File: src/rtl/ldst_ctrl_seq.sv
// Hardwired T-state sequencer for fetch plus ld/ldi/st/halt, with MEM_LAT-cycle memory steps.
// Optional macro SINGLE_STEP_EN adds a step_en input that gates every state and mc advance.
module ldst_ctrl_seq #(
  parameter int unsigned    OPW     = 5,
  parameter int unsigned    MEM_LAT = 1,
  parameter logic [OPW-1:0] OP_LD   = 5'b00000,
  parameter logic [OPW-1:0] OP_LDI  = 5'b00001,
  parameter logic [OPW-1:0] OP_ST   = 5'b00010,
  parameter logic [OPW-1:0] OP_HALT = 5'b11011
) (
  input  logic           Clock,
  input  logic           Reset,
  input  logic           run,
  input  logic [OPW-1:0] opcode,
`ifdef SINGLE_STEP_EN
  input  logic           step_en,
`endif
  output logic           PCout,
  output logic           MARin,
  output logic           IncPC,
  output logic           PCin,
  output logic           Read,
  output logic           Write,
  output logic           MDRin,
  output logic           MDRout,
  output logic           IRin,
  output logic           Yin,
  output logic           Zin,
  output logic           Zlowout,
  output logic           Cout,
  output logic           BAout,
  output logic           Gra,
  output logic           Grb,
  output logic           Rin,
  output logic           Rout,
  output logic           alu_add,
  output logic [3:0]     step,
  output logic           done,
  output logic           illegal,
  output logic           halted
);

  typedef enum logic [3:0] {
    S_IDLE = 4'd0, S_T0 = 4'd1, S_T1 = 4'd2, S_T2 = 4'd3, S_T3 = 4'd4,
    S_T4 = 4'd5, S_T5 = 4'd6, S_T6 = 4'd7, S_T7 = 4'd8, S_HALT = 4'd15
  } state_e;

  localparam logic [3:0] LAT_M1 = 4'(MEM_LAT - 1);

  state_e         state_q, state_d, tgt_s;
  logic [3:0]     mc_q, mc_d;
  logic [OPW-1:0] op_q, op_d;
  logic           go_s, mem_step_s, mc_last_s, adv_s, op_legal_s;

`ifdef SINGLE_STEP_EN
  assign go_s = step_en;
`else
  assign go_s = 1'b1;
`endif

  assign mem_step_s = (state_q == S_T1) ||
                      ((state_q == S_T6) && (op_q == OP_LD)) ||
                      ((state_q == S_T7) && (op_q == OP_ST));
  assign mc_last_s  = (mc_q == LAT_M1);
  assign adv_s      = go_s && (!mem_step_s || mc_last_s);
  assign op_legal_s = (opcode == OP_LD) || (opcode == OP_LDI) || (opcode == OP_ST);

  // Next-state, memory-step counter and latched-opcode logic.
  always_comb begin
    tgt_s = S_IDLE;
    case (state_q)
      S_IDLE:  tgt_s = run ? S_T0 : S_IDLE;
      S_T0:    tgt_s = S_T1;
      S_T1:    tgt_s = S_T2;
      S_T2:    tgt_s = S_T3;
      S_T3: begin
        if (op_legal_s)              tgt_s = S_T4;
        else if (opcode == OP_HALT)  tgt_s = S_HALT;
        else                         tgt_s = run ? S_T0 : S_IDLE;
      end
      S_T4:    tgt_s = S_T5;
      S_T5:    tgt_s = (op_q == OP_LDI) ? (run ? S_T0 : S_IDLE) : S_T6;
      S_T6:    tgt_s = S_T7;
      S_T7:    tgt_s = run ? S_T0 : S_IDLE;
      S_HALT:  tgt_s = S_HALT;
      default: tgt_s = S_IDLE;
    endcase

    state_d = adv_s ? tgt_s : state_q;
    mc_d    = mc_q;
    if (!go_s)      mc_d = mc_q;
    else if (adv_s) mc_d = 4'd0;
    else            mc_d = mc_q + 4'd1;
    op_d = op_q;
    if (adv_s && (state_q == S_T3) && op_legal_s) op_d = opcode;
    else                                          op_d = op_q;
  end

  // State registers with synchronous reset.
  always_ff @(posedge Clock) begin
    if (Reset) begin
      state_q <= S_IDLE;
      mc_q    <= 4'd0;
      op_q    <= '0;
    end else begin
      state_q <= state_d;
      mc_q    <= mc_d;
      op_q    <= op_d;
    end
  end

  // Strobe decode: state and op_q, except T3 which looks at the live opcode.
  always_comb begin
    {PCout, MARin, IncPC, PCin, Read, Write, MDRin, MDRout, IRin, Yin, Zin,
     Zlowout, Cout, BAout, Gra, Grb, Rin, Rout, alu_add, done, illegal} = 21'd0;
    case (state_q)
      S_T0: {PCout, MARin, IncPC, PCin} = 4'b1111;
      S_T1: {Read, MDRin} = 2'b11;
      S_T2: {MDRout, IRin} = 2'b11;
      S_T3: begin
        if (op_legal_s)                  {Grb, BAout, Yin} = 3'b111;
        else if (opcode != OP_HALT)      illegal = 1'b1;
        else                             illegal = 1'b0;
      end
      S_T4: {Cout, alu_add, Zin} = 3'b111;
      S_T5: begin
        if (op_q == OP_LDI) {Zlowout, Gra, Rin, done} = 4'b1111;
        else                {Zlowout, MARin} = 2'b11;
      end
      S_T6: begin
        if (op_q == OP_LD)      {Read, MDRin} = 2'b11;
        else if (op_q == OP_ST) {Gra, Rout, MDRin} = 3'b111;
        else                    MDRin = 1'b0;
      end
      S_T7: begin
        if (op_q == OP_LD) begin
          {MDRout, Gra, Rin, done} = 4'b1111;
        end else if (op_q == OP_ST) begin
          Write = 1'b1;
          done  = mc_last_s;
        end else begin
          done = 1'b0;
        end
      end
      default: done = 1'b0;
    endcase
  end

  assign step   = state_q;
  assign halted = (state_q == S_HALT);

endmodule

File: config.mk
export PLATFORM = sky130hd
export DESIGN_NAME = ldst_ctrl_seq
export DESIGN_NICKNAME = d
export VERILOG_FILES = /design/src/rtl/ldst_ctrl_seq.sv
export SDC_FILE = /design/constraint.sdc
export NUM_CORES = 1
export LEC_CHECK = 0
export ABC_AREA = 1
export CORE_AREA = 4 4 50 52
export DETAILED_ROUTE_END_ITERATION = 12
export DIE_AREA = 0 0 54 56
export GPL_TIMING_DRIVEN = 0
export PLACE_DENSITY = 0.79
export RECOVER_POWER = 50
export SETUP_SLACK_MARGIN = 0.3
export SLEW_MARGIN = 0
export SYNTH_ARGS = -nofsm -noshare
export SYNTH_HDL_FRONTEND = slang
export SYNTH_SLANG_ARGS = --single-unit
export TNS_END_PERCENT = 5
File: constraint.sdc
create_clock -name Clock -period 3.45 [get_ports Clock]
set_input_delay 0.69 -clock Clock [delete_from_list [all_inputs] [get_ports Clock]]
set_output_delay 0.69 -clock Clock [all_outputs]
set_load 0.005 [all_outputs]
==> metrics <==
number of diodes 0; post-synth top area cell dfxtp_1; Synth Register Bits 13; final setup vio count 0; H-tree lvl count 1; worst hold path type register to register; First-pass DRT Iterations 4; share of cells above drive strength 1 12.3%; ys flop type dfxtp_1; worst vdd ir 182 uV; CP Launch Type input port; headroom to the max-slew limit 73.4%; Starting Density 42.6%; hold_buf cts 0; drt total wl 2.11 mm; Clock Latency Late Sink 0.27 ns; post-synthesis cell count 142; core area 0.00211 mm^2; drt wl/cell 10.2 um; clk sinks 13; pin count of the biggest net entering global routing 11; Area contributors post-synth dfxtp_1 29%, nand2_1 13%, inv_1 11%; Int Power 0.244 mW; io pins 34; net switching power 0.0867 mW; CTS Buffer Depth 2; area share of the leading cell type in the synthesized netlist 29.0%; Syn Area/Cell 6.32 um^2; CP Capture Type primary output; GP Congestion 0.878; vias in the first global route 819; Final Hold Viols 0; Seq pwr share 48.1%; switch share 26.2%; Reg clk slew, reported paths 0.07 ns; setup TNS 0 ns; final setup margin 0.441 ns; drc violations 0; Chip Height 56 um; Filler Cells Inserted 190; part of the cycle the worst path needs 87.2%; WP data required 2.76 ns; hpwl dp 1.79 mm; Post-CTS Setup Repair Bufs 0; RSZ-0062 raised after global routing false; Slew @ Worst Pin 0.397 ns; LEAKAGE 0.658 nW; Final ANT Viol Nets 0; CP Max Fanout 6; PwrDens 262 mW/mm^2; final slew viol count 0; # nets final 190; area grow syn2layout 40.7%; Peak Freq 332 MHz; vias 952; CTS Buf Count 3; Gate power share 24.8%; CTS root buf clkbuf_4; Period minus WS final 3.01 ns; post-CTS resize count 0; port bufs 33; Async SR Flop Fraction 0%; Die Width 54 um; grt total ovfl 0; Setup WS pre-CTS 0.571 ns; gr usage total 14.2%; sequential share of the synthesized area 29.0%; status finished clean; Clock Power Share 27.1%; synth warn 0; commonest cells in the netlist 32 x nand2_1, 26 x inv_1, 19 x nor2_1; EDFF count, synth 0; initial antenna violation count 0; Yosys cell types 25; Post-Syn Area 897 um^2; max-cap violations 0; Setup Crit Path Kind input port to primary output; worst clock skew 0.00441 ns; CTS tree built; syn nets 152; top-count cell post-synth nand2_1; first-pass GRT wire length 3.22 mm; crit path DAT 2.32 ns; # rows 17; Vias/cell 4.60; area of the die 0.00302 mm^2; DRT iter0 DRCs 19
[layout make-up]
type	count	area [um^2]	area share [%]
Tap cell	28	35.0	2.78
Multi-Input combinational cell	92	449	35.6
Timing Repair Buffer	33	330	26.2
Sequential cell	13	260	20.6
Buffer	6	45.0	3.57
Clock buffer	4	26.3	2.08
Inverter	31	116	9.22
[per-stage QoR]
stage | instances | utilization (%) | hold WS, ns | power, mW | instance area (um^2)
2_1_floorplan | 142 | - | 0.428 | 0.205 | 897
3_3_place_gp | 203 | 60.0 | 0.439 | 0.247 | 1260
3_5_place_dp | 203 | 60.0 | 0.445 | 0.249 | 1260
4_1_cts | 207 | 61.2 | 0.456 | 0.342 | 1290
5_1_grt | 207 | 60.0 | 0.490 | 0.353 | 1260
6_report | 207 | 60.0 | 0.453 | 0.331 | 1260
[critical path: stages]
cell and delay, ns:
clkdlybuf4s50_1 0.42, nor2_1 0.11, nand3_1 0.09, nor2_1 0.34
buf_4 0.18, clkdlybuf4s50_1 0.49
[final timing paths]
check	from	endpoint	slack (ns)	cells after the start
max reg2reg	step[2]	op_q[0]	1.82	7
min reg2reg	op_q[3]	op_q[3]	0.45	2
min	op_q[3]	op_q[3]	0.45	2
max	opcode[4]	Grb	0.44	6
[registers in the layout, indices dropped and copies added, names as in the netlist]
signal,cells
op_q,5
mc_q,4
step,4
[power by group through the flow]
stage	clock, mW	sequential [mW]	combinational, mW
2_1_floorplan	0	0.162	0.0428
3_3_place_gp	0	0.162	0.0850
3_5_place_dp	0	0.162	0.0862
4_1_cts	0.0971	0.159	0.0864
5_1_grt	0.104	0.159	0.0906
6_report	0.0897	0.159	0.0819
[layout by cell type (no fill, tap or decap), types with 3 or more instances in the layout]
| cell | instances |
|---|---|
| clkdlybuf4s50_1 | 27 |
| dlygate4sd3_1 | 6 |
| a21oi_1 | 3 |
| dfxtp_1 | 13 |
| nand2_2 | 4 |
| buf_4 | 6 |
| nand4_1 | 3 |
| nor2_2 | 3 |
| inv_1 | 27 |
| nand3_1 | 8 |
| inv_2 | 3 |
| o21ai_0 | 8 |
| clkbuf_4 | 3 |
| nand2_1 | 32 |
| nor2_1 | 21 |
[logic make-up (layout without fill, tap and decap cells)]
family,after synthesis,count (layout),share of synthesized area (%)
DFF,13,13,29.0
AOI/OAI and AO/OA,13,13,8.09
buffers and inverters,37,74,18.0
and+or+nand+nor,75,75,40.2
xor gates and xnor gates,2,2,1.95
adders and majority gates,2,2,2.79
[per-layer routing]
layer	track usage, %	vias to the layer above	wire length [um]
li1	-	502	-
met5	0	-	0
met3	2.95	7	143
met2	23.9	33	1020
met4	8.54	0	58
met1	15.5	410	886
(Power assumes the default switching activity.)
